===== src/rtl/fifo_pkt_reader_pkg.sv =====
// Shared types for the FIFO packet reader: FSM states,
// header field layout and the skid-buffer entry.
package fifo_pkt_reader_pkg;

  localparam int PKT_DATA_W  = 32;
  localparam int PKT_LEN_W   = 16;
  localparam int PKT_DEST_W  = 4;
  localparam int PKT_MAX_LEN = 256;
  localparam int PKT_CNT_W   = 16;

  localparam int HDR_LEN_LSB  = 0;
  localparam int HDR_DEST_LSB = PKT_LEN_W;

  typedef enum logic [1:0] {
    IDLE    = 2'd0,
    PAYLOAD = 2'd1,
    DROP    = 2'd2
  } state_t;

  typedef struct packed {
    logic [PKT_DATA_W-1:0] data;
    logic                  sop;
    logic                  eop;
    logic [PKT_DEST_W-1:0] dest;
  } skid_ent_t;

endpackage


===== src/rtl/fifo_pkt_reader_if.sv =====
// FIFO read side plus output beat stream.
// master: the reader; slave: FIFO and downstream.
interface fifo_pkt_reader_if #(
  parameter int DATA_WIDTH = 32,
  parameter int DEST_W     = 4
);
  logic [DATA_WIDTH-1:0] in_data;
  logic                  in_empty;
  logic                  in_rd_en;
  logic                  out_valid;
  logic                  out_ready;
  logic [DATA_WIDTH-1:0] out_data;
  logic                  out_sop;
  logic                  out_eop;
  logic [DEST_W-1:0]     out_dest;

  modport master (
    input  in_data, in_empty, out_ready,
    output in_rd_en, out_valid, out_data,
    output out_sop, out_eop, out_dest
  );

  modport slave (
    output in_data, in_empty, out_ready,
    input  in_rd_en, out_valid, out_data,
    input  out_sop, out_eop, out_dest
  );
endinterface


===== src/rtl/fifo_pkt_reader_skid_buf.sv =====
// 2-entry in-order register buffer, valid/ready out.
// Ports: push_i/din_i in, pop_i/dout_o/valid_o/cnt_o out.
module pkt_skid_buf #(
  parameter int W = 8
) (
  input  logic         clk,
  input  logic         rst,
  input  logic         push_i,
  input  logic [W-1:0] din_i,
  input  logic         pop_i,
  output logic [W-1:0] dout_o,
  output logic         valid_o,
  output logic [1:0]   cnt_o
);

  logic [W-1:0] mem_q [2];
  logic         wr_q;
  logic         rd_q;
  logic [1:0]   cnt_q;
  logic         pop;

  assign pop     = pop_i & (cnt_q != 2'd0);
  assign dout_o  = mem_q[rd_q];
  assign valid_o = (cnt_q != 2'd0);
  assign cnt_o   = cnt_q;

  always_ff @(posedge clk) begin
    if (rst) begin
      mem_q[0] <= '0;
      mem_q[1] <= '0;
      wr_q     <= 1'b0;
      rd_q     <= 1'b0;
      cnt_q    <= 2'd0;
    end else begin
      if (push_i) begin
        mem_q[wr_q] <= din_i;
        wr_q        <= ~wr_q;
      end
      if (pop) rd_q <= ~rd_q;
      unique case ({push_i, pop})
        2'b10:   cnt_q <= cnt_q + 2'd1;
        2'b01:   cnt_q <= cnt_q - 2'd1;
        default: cnt_q <= cnt_q;
      endcase
    end
  end

endmodule


===== src/rtl/fifo_pkt_reader.sv =====
// Strips packet headers from an FWFT FIFO and streams payload.
// Ports: clk, rst, bus (master), pkt_cnt, err_cnt, busy.
module fifo_pkt_reader
  import fifo_pkt_reader_pkg::*;
#(
  parameter int DATA_WIDTH = PKT_DATA_W,
  parameter int LEN_W      = PKT_LEN_W,
  parameter int DEST_W     = PKT_DEST_W,
  parameter int MAX_LEN    = PKT_MAX_LEN
) (
  input  logic                 clk,
  input  logic                 rst,
  fifo_pkt_reader_if.master    bus,
  output logic [PKT_CNT_W-1:0] pkt_cnt,
  output logic [PKT_CNT_W-1:0] err_cnt,
  output logic                 busy
);

  state_t               state_q, state_d;
  logic [LEN_W-1:0]     rem_q, rem_d;
  logic                 first_q, first_d;
  logic [DEST_W-1:0]    dest_q, dest_d;
  logic [PKT_CNT_W-1:0] pkt_q, err_q;
  logic                 pkt_inc, err_inc;
  logic                 rd_en, pop, push;
  logic [1:0]           skid_cnt;
  logic                 skid_valid;
  skid_ent_t            ent, head;
  logic [LEN_W-1:0]     hdr_len;
  logic [DEST_W-1:0]    hdr_dest;
  logic                 last;

  assign hdr_len  = bus.in_data[HDR_LEN_LSB +: LEN_W];
  assign hdr_dest = bus.in_data[HDR_DEST_LSB +: DEST_W];
  assign last     = (rem_q == LEN_W'(1));
  assign pop      = rd_en & ~bus.in_empty;

  // Reset gates the read so the FIFO is left untouched.
  always_comb begin
    rd_en = 1'b0;
    if (!rst) begin
      unique case (state_q)
        IDLE:    rd_en = ~bus.in_empty;
        PAYLOAD: rd_en = ~bus.in_empty & (skid_cnt < 2'd2);
        DROP:    rd_en = ~bus.in_empty;
        default: rd_en = 1'b0;
      endcase
    end
  end

  always_comb begin
    state_d  = state_q;
    rem_d    = rem_q;
    first_d  = first_q;
    dest_d   = dest_q;
    push     = 1'b0;
    pkt_inc  = 1'b0;
    err_inc  = 1'b0;
    ent.data = bus.in_data;
    ent.sop  = first_q;
    ent.eop  = last;
    ent.dest = dest_q;
    if (pop) begin
      unique case (state_q)
        IDLE: begin
          dest_d = hdr_dest;
          if (hdr_len == '0) begin
            err_inc = 1'b1;
          end else if (hdr_len > LEN_W'(MAX_LEN)) begin
            err_inc = 1'b1;
            rem_d   = hdr_len;
            state_d = DROP;
          end else begin
            rem_d   = hdr_len;
            first_d = 1'b1;
            state_d = PAYLOAD;
          end
        end
        PAYLOAD: begin
          push    = 1'b1;
          rem_d   = rem_q - LEN_W'(1);
          first_d = 1'b0;
          if (last) begin
            pkt_inc = 1'b1;
            state_d = IDLE;
          end
        end
        DROP: begin
          rem_d = rem_q - LEN_W'(1);
          if (last) state_d = IDLE;
        end
        default: state_d = IDLE;
      endcase
    end
  end

  always_ff @(posedge clk) begin
    if (rst) begin
      state_q <= IDLE;
      rem_q   <= '0;
      first_q <= 1'b0;
      dest_q  <= '0;
      pkt_q   <= '0;
      err_q   <= '0;
    end else begin
      state_q <= state_d;
      rem_q   <= rem_d;
      first_q <= first_d;
      dest_q  <= dest_d;
      if (pkt_inc) pkt_q <= pkt_q + 1'b1;
      if (err_inc && err_q != '1) err_q <= err_q + 1'b1;
    end
  end

  pkt_skid_buf #(
    .W($bits(skid_ent_t))
  ) u_skid (
    .clk     (clk),
    .rst     (rst),
    .push_i  (push),
    .din_i   (ent),
    .pop_i   (bus.out_ready),
    .dout_o  (head),
    .valid_o (skid_valid),
    .cnt_o   (skid_cnt)
  );

  assign bus.in_rd_en  = rd_en;
  assign bus.out_valid = skid_valid;
  assign bus.out_data  = head.data;
  assign bus.out_sop   = head.sop;
  assign bus.out_eop   = head.eop;
  assign bus.out_dest  = head.dest;
  assign pkt_cnt       = pkt_q;
  assign err_cnt       = err_q;
  assign busy          = (state_q != IDLE) | skid_valid;

endmodule


===== src/flat_wrapper.sv =====
// flat-port wrapper written by rule: the top's interface ports become plain ports
module fifo_pkt_reader_flat import fifo_pkt_reader_pkg::*;
#(
  parameter int DATA_WIDTH = PKT_DATA_W,
  parameter int LEN_W      = PKT_LEN_W,
  parameter int DEST_W     = PKT_DEST_W,
  parameter int MAX_LEN    = PKT_MAX_LEN
)
  (clk, rst, pkt_cnt, err_cnt, busy, bus_in_data, bus_in_empty, bus_out_ready, bus_in_rd_en, bus_out_valid, bus_out_data, bus_out_sop, bus_out_eop, bus_out_dest);
  fifo_pkt_reader_if #(.DATA_WIDTH(DATA_WIDTH), .DEST_W(DEST_W)) bus_i ();
  input  logic clk;
  input  logic rst;
  output logic [PKT_CNT_W-1:0] pkt_cnt;
  output logic [PKT_CNT_W-1:0] err_cnt;
  output logic busy;
  input wire logic [$bits(bus_i.in_data)-1:0] bus_in_data;
  input wire logic [$bits(bus_i.in_empty)-1:0] bus_in_empty;
  input wire logic [$bits(bus_i.out_ready)-1:0] bus_out_ready;
  output wire logic [$bits(bus_i.in_rd_en)-1:0] bus_in_rd_en;
  output wire logic [$bits(bus_i.out_valid)-1:0] bus_out_valid;
  output wire logic [$bits(bus_i.out_data)-1:0] bus_out_data;
  output wire logic [$bits(bus_i.out_sop)-1:0] bus_out_sop;
  output wire logic [$bits(bus_i.out_eop)-1:0] bus_out_eop;
  output wire logic [$bits(bus_i.out_dest)-1:0] bus_out_dest;
  assign bus_i.in_data = bus_in_data;
  assign bus_i.in_empty = bus_in_empty;
  assign bus_i.out_ready = bus_out_ready;
  assign bus_in_rd_en = bus_i.in_rd_en;
  assign bus_out_valid = bus_i.out_valid;
  assign bus_out_data = bus_i.out_data;
  assign bus_out_sop = bus_i.out_sop;
  assign bus_out_eop = bus_i.out_eop;
  assign bus_out_dest = bus_i.out_dest;
  fifo_pkt_reader #(.DATA_WIDTH(DATA_WIDTH), .LEN_W(LEN_W), .DEST_W(DEST_W), .MAX_LEN(MAX_LEN)) u_core (.clk(clk), .rst(rst), .bus(bus_i), .pkt_cnt(pkt_cnt), .err_cnt(err_cnt), .busy(busy));
endmodule

===== config.mk =====
export PLATFORM = sky130hd
export DESIGN_NAME = fifo_pkt_reader_flat
export DESIGN_NICKNAME = d
export VERILOG_FILES = /design/src/rtl/fifo_pkt_reader_pkg.sv /design/src/rtl/fifo_pkt_reader_if.sv /design/src/rtl/fifo_pkt_reader_skid_buf.sv /design/src/rtl/fifo_pkt_reader.sv /design/src/flat_wrapper.sv
export SDC_FILE = /design/constraint.sdc
export NUM_CORES = 1
export LEC_CHECK = 0
export CORE_AREA = 2 2 90 136
export CTS_CLUSTER_SIZE = 30
export DETAILED_ROUTE_END_ITERATION = 8
export DIE_AREA = 0 0 92 138
export GPL_ROUTABILITY_DRIVEN = 0
export PLACE_DENSITY = 0.81
export RECOVER_POWER = 100
export SLEW_MARGIN = 10
export SYNTH_ARGS = -nofsm -noshare
export SYNTH_HDL_FRONTEND = slang
export SYNTH_SLANG_ARGS = --single-unit

===== constraint.sdc =====
create_clock -name clk -period 7.9 [get_ports clk]
set_input_delay 1.58 -clock clk [delete_from_list [all_inputs] [get_ports clk]]
set_output_delay 1.58 -clock clk [all_outputs]
set_load 0.005 [all_outputs]

# Yosys cells after proc, flatten, opt, wreduce, memory -nomap -nowiden
# Memories as Yosys holds them, arrays and structs flattened. A register that Yosys moved wholly into a read port is not among the register bits.
# Cells that the tools add are included.
[classes] bitwise=7 n_lt_le_gt_ge=2 n_addsub=5 n_mux=31 n_eq_ne=9 reduce_logical=15
[op_table] operator="$mux W38" n=1
[op_table] operator="$reduce_or A38 Y1" n=1
[op_table] operator="$add A16 B1 Y16 const B" n=2
[op_table] operator="$pmux W16 S2" n=1
[op_table] operator="$mux W1" n=21
[op_table] operator="$eq A16 B1 Y1 const B" n=1
[op_table] operator="$gt A16 B9 Y1 const B" n=1
[op_table] operator="$logic_not A16 Y1" n=1
[op_table] operator="$mux W16" n=1
[op_table] operator="$ne A16 B16 Y1 const B" n=1
[op_table] operator="$sub A16 B1 Y16 const B" n=1
[op_table] operator="$reduce_bool A2 Y1" n=5
[op_table] operator="$pmux W2 S2" n=2
[op_table] operator="$mux W2" n=3
[op_table] operator="$reduce_and A3 Y1" n=2
[op_table] operator="$eq A2 B1 Y1 const B" n=2
[op_table] operator="$eq A2 B2 Y1 const B" n=2
[op_table] operator="$ne A2 B2 Y1 const B" n=2
[op_table] operator="$pmux W1 S2" n=2
[op_table] operator="$reduce_and A4 Y1" n=1
[op_table] operator="$reduce_or A2 Y1" n=2
[op_table] operator="$and A1 B1 Y1" n=3
[op_table] operator="$not A1 Y1" n=3
[op_table] operator="$add A2 B1 Y2 const B" n=1
[op_table] operator="other kinds (7)" n=7
[word_totals] elab_cells=79 memories=1 input_bits=36 mem_bits_rw=76 out_inout_bits=73 register_bits=59
[mem_list] name="u_core.u_skid.mem_q" words=2 word_bits=38 rd=1 rd_ports_with_merged_regs=1 write_ports=2 line="fifo_pkt_reader_skid_buf.sv:16" rtl="logic [W-1:0] mem_q [2];"

# Depth between registers and ports, before layout
# Gate-level depths: netlist of run 1.
[depth] word_depth=11 ltp_mapped=10 ltp_nobuf=9

# Cells and area by module
# Synthesis of run 1 repeated with hierarchy kept, for this count alone.
[hier_totals] cells_unflattened=642 area_unflattened_um2=6605.1
[by_module_without_submodules] mod="pkt_skid_buf" instances=1 seq_area_each_um2=2382.3 cells_each=269 area_each_um2=3525.9
[by_module_without_submodules] mod="fifo_pkt_reader" instances=1 seq_area_each_um2=1101.1 cells_each=373 area_each_um2=3079.2

# Worst setup path after synthesis of run 1
# Ideal clock, no wire load.
[synth_path] kind="input to register" from="in bus_in_empty" to="mem u_core.u_skid.mem_q[0][0] (netlist name) (enable)" n_path_buf=1 setup_ns=0.486 slack_ns=2.200 cell_stages=5 arrival_ns=5.214 path_cell_list="nor3_1 -> and3_1 -> clkbuf_1 -> clkinv_1 -> o21ai_0"
[synth_rtl] element="from (decl)" line="flat_wrapper.sv:17" rtl="input wire logic [$bits(bus_i.in_empty)-1:0] bus_in_empty;"
[synth_rtl] element="to (decl)" line="fifo_pkt_reader_skid_buf.sv:16"

# Worst setup path in the final report of run 1
[layout_path] from="in rst" to="out bus_in_rd_en"
[layout_via] elab_chain_len=1
[layout_rtl] element="from (decl)" line="flat_wrapper.sv:12" rtl="input logic rst;"
[layout_rtl] element="$mux W1" line="fifo_pkt_reader.sv:41" rtl="if (!rst) begin"
[layout_rtl] element="to (decl)" line="flat_wrapper.sv:19" rtl="output wire logic [$bits(bus_i.in_rd_en)-1:0] bus_in_rd_en;"
# No other way between the ends.

==> results of run 1 <==
-- cells by family after synthesis --
logic type	share of synthesized area (%)
simple gates	20.71
compound gates	11.92
flops	53.20
buf+inv	3.516
fa+ha+maj	1.720
xor+xnor	0.9364
mux	7.988
-- per-stage QoR --
step                      worst slack (ns)  cells
after global routing                 1.494    871
final                                1.907    871
after global placement               2.564    838
after detailed placement             2.368    838
after CTS                            2.803    869
after floorplan                      2.200    616
-- area by class of cell --
type	instances	area (um^2)
Inverter	16	60.06
Fill cell	824	3313
Clock buffer	17	425.4
Multi-Input combinational cell	421	2858
Sequential cell	136	3483
Timing Repair Buffer	114	1146
Tap cell	153	191.4
Clock inverter	14	171.4
-- registers in the layout, summed over array words and instances (netlist names), named ones only --
name / count
u_core.u_skid.rd_q: 1
u_core.rem_q: 16
u_core.u_skid.mem_q: 76
u_core.pkt_cnt: 16
u_core.dest_q: 4
u_core.u_skid.cnt_o: 2
u_core.first_q: 1
u_core.state_q: 2
u_core.u_skid.wr_q: 1
u_core.err_cnt: 16
-- per-layer routing --
layer  track usage (%)  up-vias
li1                  -     2551
met2             42.03      218
met3             7.084       40
met4             9.584        0
met5                 0        -
met1             32.11     2560
-- power by group --
group | switching, mW | leakage [nW] | internal, mW | total (mW)
combinational | 0.138 | 1.77 | 0.0891 | 0.227
sequential | 0.0228 | 1.27 | 0.776 | 0.798
clock | 0.309 | 0.282 | 0.496 | 0.805
-- tightest hold or removal path, stage by stage (launching register included) --
cell     delay (ns)
dfxtp_1        0.32
o31ai_1        0.07
a21oi_1        0.06
-- how the worst max path moves through the flow --
stage                  from  cells after the start                          to  slack (ns)
4_1_cts        bus_in_empty                      5  u_core.u_skid.mem_q[1][15]        2.80
6_report                rst                      5                bus_in_rd_en        1.91
2_1_floorplan  bus_in_empty                      5   u_core.u_skid.mem_q[0][0]        2.20
5_1_grt                 rst                      7           u_core.err_cnt[6]        1.49
3_5_place_dp   bus_in_empty                      5  u_core.u_skid.mem_q[1][34]        2.37
3_3_place_gp   bus_in_empty                      5  u_core.u_skid.mem_q[0][18]        2.56
-- Yosys cell counts, drive strengths merged (4+ instances only) --
| cell type | number |
|---|---|
| o41ai | 4 |
| dfxtp | 60 |
| clkbuf | 38 |
| ha | 9 |
| o31ai | 14 |
| inv | 15 |
| edfxtp | 76 |
| mux2 | 42 |
| xnor2 | 5 |
| a21oi | 37 |
| nor4 | 13 |
| nor3 | 8 |
| or3 | 10 |
| a31oi | 6 |
| buf | 5 |
| nor2b | 7 |
| mux2i | 5 |
| o21ai | 25 |
| nor2 | 39 |
| o311ai | 14 |
| or4 | 19 |
| nand3 | 18 |
| nand4 | 10 |
| and3 | 81 |
| nand2 | 21 |
==> results.md, run 1 <==
* Worst Path Required at 6.32 ns
* Design area at 0.008335 mm^2
* Slowest Stage Delay on Critical Path at 1.62 ns
* Seq cells post-synth at 136
* Hold bufs inserted after CTS at 0
* Commonest non-fill, non-tap cell in the layout: and3_1
* Initial Utilization at 56.21%
* Worst setup EP type: output pin
* R2r endpoint: u_core.u_skid.mem_q[1][0]
* Longest Clk Path Bufs at 2
* Number of port buffers at 108
* DRT Wirelength at 16,070 um
* Total of max-cap violations at 2
* Cells on worst reg2reg path at 6
* Core area at 0.01165 mm^2
* Fin nets at 751
* Worst Hold Class: register to register
* Buffers and inverters on the worst path at 3
* Share of cells above drive strength 1 at 11.56%
* Iter 0 DRT Violations at 572
* TritonCTS clock tree: built
* CP Cell Sequence: buf_2, clkbuf_1, nor3_1, o31a_1, dlygate4sd3_1
* Synth top area cells: edfxtp_1, dfxtp_1, and3_1
* Worst-Margin Slew at 2.277 ns
* Lkg Pwr at 3.325 nW
* Post-DP Area at 0.007699 mm^2
* M1 WL at 6662 um
* Pins over their slew limit at 91
* Cell variety after synth at 50
* Gate Count Post-Synth at 616
* Via Count at 5,369
* Drc violations at 0
* Failing checks: capacitance limit, slew limit
* Design Power at 1.830 mW
* Asr flop ratio synth at 0%
* VDD IR max at 0.1494 mV
* Final Hold Slack at 0.4932 ns
* Hold path startpoint: u_core.pkt_cnt[15]
* CP top delay family: buffers and inverters
* Vias in the first global route at 5,291
* CP arrival at 4.41 ns
* Die area at 0.01270 mm^2
* Pwr/cell area at 219.6 mW/mm^2
* Syn_area_per_cell at 10.63 um^2
* CTS root buffer: clkbuf_16
* GRT overflow at 0
* Row cnt at 49
* Commonest non-fill, non-tap cells in the layout: and3_1, edfxtp_1, dlygate4sd3_1
* Worst hold path depth at 2
* Post-CTS Setup Inserts at 0
* Met3 wire length at 941 um
* Ports at 109
* Final worst-path cycle share at 75.86%
* Top-area cell type share of the netlist area at 34.86%
* Yosys Warn Count at 0
* Cts bufs inserted at 17
* Tmin final at 5.993 ns
* Post-synthesis net count at 661
* Maximum fanout along the worst path at 51
* WL met2 at 7990 um
* Register area share after synthesis at 53.20%
* Die height at 138 um
* HPWL after DPL at 9987 um
* Largest area contributor in the netlist: edfxtp_1
* Hold Path Sink: u_core.pkt_cnt[15]
* Clk_lat worst skew at 0.42 ns
* Top routing layer in use: met4
* Startpoint types: primary input
* Drt wl/cell at 18.45 um
* Number of flops mapped to enable cells by yosys at 76
* Pre-antenna DRT Iters at 5
* Final setup fails at 0
* R2R Setup Slk at 4.04 ns
* Die width at 92 um
* Area Growth Syn to Fin at 27.31%
* Outcome: complete, but fails checks
* Pin count of the biggest net entering global routing at 80
* Fmax at 166.9 MHz
* Resized Gates After CTS at 0
* Main synth FF type: edfxtp_1
* Initial antenna violation count at 0
* H-tree depth at 4
* Number of diodes at 0
* GRT Util Overall at 25.55%
* Clock-pin slew on the worst setup and hold paths at 0.06 ns
* Worst path slowest cell: clkbuf_1
* ANT nets after route at 0
* Clk_skew at 0.004760 ns
* Worst Setup Path Type: primary input to output pin
* DR vias/cell at 6.164
* RSZ-0062 raised after global routing: no
* Max-slew headroom at -51.83%
* Worst r2r src: u_core.state_q[0]
* Setup TNS Final at 0 ns
* Final-report hold violation count at 0
* Layout Utilization at 71.56%
* First-pass GRT wire length at 26,090 um
* Sink Count at 136
* Post-Synthesis Cell Area at 0.006548 mm^2
Note: power is estimated with default switching activity, not from simulation.
==> run 2: changes to the inputs <==
Settings changed: CORE_AREA 2 2 90 136 to 2 2 99 149, DIE_AREA 0 0 92 138 to 0 0 101 151, PLACE_DENSITY 0.81 to 0.71.
Clock period 7.9 ns to 4.8 ns, I/O delays scaled along.
==> run 2 against run 1 <==
  * The run now ends clean
  * Highest routed layer unchanged
  * Worst hold slack got worse by 0.011 ns
  * Worst setup slack got worse by 0.92 ns
  * Power rose by 59%
  * Sequential cell count did not move
  * First-iteration DRC count fell by 24%
  * Critical path depth rose by 1
  * Core utilization fell by 12 points
  * Register-to-register slack got worse by 2.3 ns
==> results.md, run 2 (synthesis results as in run 1) <==
* Outcome: complete, no violations
* Largest Register: u_core.u_skid.mem_q
* Die height at 151 um
* Initial Utilization at 47.02%
* Pins over their slew limit at 0
* Via Count at 5,399
* Worst-Margin Slew at 1.102 ns
* Sink Count at 136
* VDD IR max at 0.1865 mV
* Die area at 0.01525 mm^2
* Pin count of the biggest net entering global routing at 77
* Commonest non-fill, non-tap cell in the layout: and3_1
* Worst Setup Path Type: primary input to register
* Drc violations at 0
* Met3 GRT Util at 5.491%
* Final Hold Slack at 0.4821 ns
* First-pass GRT wire length at 25,890 um
* ANT nets after route at 0
* Die width at 101 um
* TritonCTS clock tree: built
* Cts bufs inserted at 17
* Met2 capacity usage during global routing at 38.60%
* Final-report hold violation count at 0
* Final worst-path cycle share at 79.35%
* Fin nets at 753
* Resized Gates After CTS at 0
* RSZ-0062 raised after global routing: no
* Initial antenna violation count at 0
* Met1 GRT Util at 24.65%
* Hold bufs inserted after CTS at 0
* Ports at 109
* HPWL after DPL at 10,700 um
* Iter 0 DRT Violations at 433
* H-tree depth at 4
* Worst Hold Class: register to register
* Number of port buffers at 108
* Worst Path Required at 5.10 ns
* Clk_skew at 0.008890 ns
* Startpoint types: primary input
* Post-CTS Setup Inserts at 0
* Tmin final at 3.809 ns
* DR vias/cell at 6.094
* Worst hold path depth at 2
* Clk_lat worst skew at 0.41 ns
* Largest register FFs at 76
* Area Growth Syn to Fin at 26.50%
* GRT Util Overall at 21.66%
* Cells on worst reg2reg path at 7
* Fmax at 262.5 MHz
* DRT Wirelength at 16,540 um
* Max-slew headroom at 26.47%
* Longest Clk Path Bufs at 2
* Share of cells above drive strength 1 at 12.34%
* Lkg Pwr at 3.311 nW
* GRT overflow at 0
* Maximum fanout along the worst path at 30
* CP arrival at 4.11 ns
* Total of max-cap violations at 0
* Clock-pin slew on the worst setup and hold paths at 0.06 ns
* Final setup fails at 0
* Row cnt at 53
* Gr busiest metal: met2
* Pre-antenna DRT Iters at 5
* Design Power at 2.919 mW
* Commonest non-fill, non-tap cells in the layout: and3_1, edfxtp_1, dlygate4sd3_1
* Number of diodes at 0
* Drt wl/cell at 18.67 um
* Vias in the first global route at 5,288
* Core area at 0.01393 mm^2
* Worst setup EP type: register
* Pwr/cell area at 352.4 mW/mm^2
* CTS root buffer: clkbuf_16
[run 2: cell count changes in the layout (fill, tap and decap cells not counted), sizes merged]
cell / before / now
dlygate4sd3: 69 / 75
clkdlybuf4s50: 38 / 32
inv: 18 / 19
clkinv: 5 / 6
bufinv: 3 / 1
clkbuf: 19 / 21
buf: 5 / 6
[run 2: worst max-delay path, stage by stage]
cell	delay, ns
dlygate4sd3_1	0.61
or4_1	0.55
nor4_1	0.65
a31o_1	0.85
nor4_1	0.17
mux2_2	0.30
[run 2: final timing paths]
check	slack [ns]	end	start
worst min-delay path	0.48	u_core.pkt_cnt[15]	u_core.pkt_cnt[15]
worst min register to register	0.48	u_core.pkt_cnt[15]	u_core.pkt_cnt[15]
worst max-delay path	0.99	u_core.err_cnt[5]	bus_in_data[12]
worst max register to register	1.77	u_core.u_skid.mem_q[1][9]	u_core.state_q[0]
[run 2: per-stage QoR]
step | util [%] | TNS, ns | cell area [um^2] | setup slack [ns] | instances
final | 59.48 | 0 | 8283 | 0.9912 | 886
after global routing | 59.48 | 0 | 8283 | 0.7506 | 886
after CTS | 59.57 | 0 | 8295 | 1.300 | 886
after detailed placement | 55.61 | 0 | 7744 | 0.9400 | 854
after global placement | 55.61 | 0 | 7744 | 1.057 | 854
after floorplan | - | -21.31 | 6548 | -0.2804 | 616
[run 2: final cells by class]
| type | instances | area (um^2) |
|---|---|---|
| Fill cell | 1159 | 5643 |
| Sequential cell | 136 | 3483 |
| Multi-Input combinational cell | 421 | 2851 |
| Timing Repair Buffer | 116 | 1130 |
| Clock buffer | 18 | 429.2 |
| Tap cell | 165 | 206.4 |
| Clock inverter | 14 | 122.6 |
| Inverter | 16 | 60.06 |
[run 2: report_power, final]
group          total [mW]  internal [mW]  switching (mW)
clock network        1.23          0.714           0.515
logic               0.376          0.143           0.233
registers            1.31           1.28          0.0367
[run 2: metal layers]
| metal | vias up | wire, um |
|---|---|---|
| met5 | - | 0 |
| met2 | 198 | 8508 |
| met4 | 0 | 385 |
| met1 | 2611 | 6692 |
| li1 | 2553 | - |
| met3 | 37 | 952 |
==> run 3: changes to the inputs <==
Settings changed: CORE_AREA 2 2 99 149 to 2 2 93 140, DIE_AREA 0 0 101 151 to 0 0 95 142, PLACE_DENSITY 0.71 to 0.77.
Clock period 4.8 ns to 3.7 ns, I/O delays scaled along.
==> run 3 against run 2 <==
  * Core utilization grew 8.2 points
  * Critical path depth shrank 3
  * Die area shrank 12%
  * Sequential share of layout area shrank 0.27 points
  * Register-to-register slack lost 1.0 ns
  * First-iteration DRC count shrank 24%
  * Combinational power grew 30%
  * Critical endpoint is now bus_out_data[21]
  * Largest cell class unchanged
==> results.md, run 3 (synthesis results as in run 1) <==
* Clk_lat worst skew at 0.41 ns
* CTS root buffer: clkbuf_16
* Pre-CTS setup slack at 0.2319 ns
* R2R Setup Slk at 0.75 ns
* Pins over their slew limit at 0
* DP Cell Count at 853
* TritonCTS clock tree: built
* Longest Clk Path Bufs at 2
* ANT nets after route at 0
* Commonest non-fill, non-tap cells in the layout: and3_1, edfxtp_1, dfxtp_1
* Die width at 95 um
* Vias in the first global route at 5,323
* Pwr/cell area at 461.5 mW/mm^2
* Via Count at 5,454
* Seq pwr share at 44.3%
* DRT Wirelength at 16,270 um
* Number of port buffers at 108
* Area Growth Syn to Fin at 27.31%
* Die area at 0.01349 mm^2
* VDD IR max at 0.3419 mV
* HPWL after DPL at 10,660 um
* Worst-Margin Slew at 1.145 ns
* Initial Utilization at 53.13%
* Cts bufs inserted at 17
* Max-slew headroom at 23.66%
* Sw frac at 25.92%
* R2r endpoint: u_core.u_skid.mem_q[1][31]
* Outcome: complete, no violations
* Drt wl/cell at 18.36 um
* Commonest non-fill, non-tap cell in the layout: and3_1
* Clock share of power at 43.0%
* GRT Util Overall at 24.75%
* Worst Setup Path Type: register to output pin
* Worst Hold Class: register to register
* First-pass GRT wire length at 26,310 um
* Ports at 109
* Post-route setup slack at 0.3635 ns
* Pre-antenna DRT Iters at 5
* Sink Count at 136
* Startpoint types: register
* Share of cells above drive strength 1 at 12.35%
* Initial antenna violation count at 0
* DR vias/cell at 6.156
* Cells on worst reg2reg path at 6
* Fin cells at 886
* Resized Gates After CTS at 0
* Lkg Pwr at 3.312 nW
* RSZ-0062 raised after global routing: no
* GRT overflow at 0
* Post-CTS Setup Inserts at 0
* Total of max-cap violations at 0
* Drc violations at 0
* Worst r2r src: u_core.state_q[0]
* Comb pwr share at 12.7%
* Worst setup EP type: output pin
* Final-report hold violation count at 0
* Pint at 2.849 mW
* Pin count of the biggest net entering global routing at 76
* Largest Register: u_core.u_skid.mem_q
* Tmin final at 3.337 ns
* Largest register FFs at 76
* CP arrival at 2.60 ns
* Worst setup endpoint: bus_out_data[21]
* Core area at 0.01232 mm^2
* Iter 0 DRT Violations at 330
* NetSw at 0.9972 mW
* Setup TNS Final at 0 ns
* Worst Path Required at 2.96 ns
* Layout Utilization at 67.63%
* Final Hold Slack at 0.4894 ns
* Die height at 142 um
* Final setup fails at 0
* Final worst-path cycle share at 90.18%
* Clk_skew at 0.007941 ns
* Maximum fanout along the worst path at 24
* Fin nets at 761
* Fmax at 299.7 MHz
* Clock-pin slew on the worst setup and hold paths at 0.06 ns
* H-tree depth at 4
* Row cnt at 50
* Hold bufs inserted after CTS at 0
-- run 3: worst min path at each step --
stage	start	end	slack (ns)	cells past startpoint
2_1_floorplan	u_core.pkt_cnt[15]	u_core.pkt_cnt[15]	0.47	2
3_3_place_gp	u_core.pkt_cnt[15]	u_core.pkt_cnt[15]	0.47	2
3_5_place_dp	u_core.pkt_cnt[15]	u_core.pkt_cnt[15]	0.48	2
4_1_cts	u_core.pkt_cnt[15]	u_core.pkt_cnt[15]	0.49	2
5_1_grt	u_core.err_cnt[10]	u_core.err_cnt[10]	0.53	2
6_report	u_core.pkt_cnt[15]	u_core.pkt_cnt[15]	0.49	2
-- run 3: layer usage --
layer	global-route usage, %	share of wire [%]	vias up
met4	8.238	1.5	0
met2	42.25	52	215
li1	-	-	2575
met1	30.73	41	2639
met5	0	0	-
met3	5.614	6.2	25
-- run 3: per-stage QoR --
step | total power [mW] | cell area, um^2
global placement | 2.198 | 7806
finish | 3.847 | 8335
detailed placement | 2.219 | 7806
floorplan | 2.022 | 6548
CTS | 3.862 | 8383
global route | 3.984 | 8333
-- run 3: critical path, stage by stage, from the launching register on --
cell and delay (ns):
dfxtp_1 0.81, buf_4 0.44, mux2_2 0.37, dlygate4sd3_1 0.57
-- run 3: cell type report --
type,instances,area [um^2]
diodes,1,2.502
repair buffers,124,1182
clock buffers,18,429.2
flip-flops and latches,136,3483
multi-input cells,421,2835
clock inverters,14,147.6
inverters,16,60.06
well taps,156,195.2
fillers,973,3989
-- run 3: power groups by stage --
stage | sequential (mW) | clock, mW | combinational (mW)
finish | 1.70 | 1.65 | 0.488
global placement | 1.73 | 0 | 0.471
floorplan | 1.72 | 0 | 0.300
detailed placement | 1.73 | 0 | 0.486
CTS | 1.70 | 1.67 | 0.491
global route | 1.71 | 1.74 | 0.534
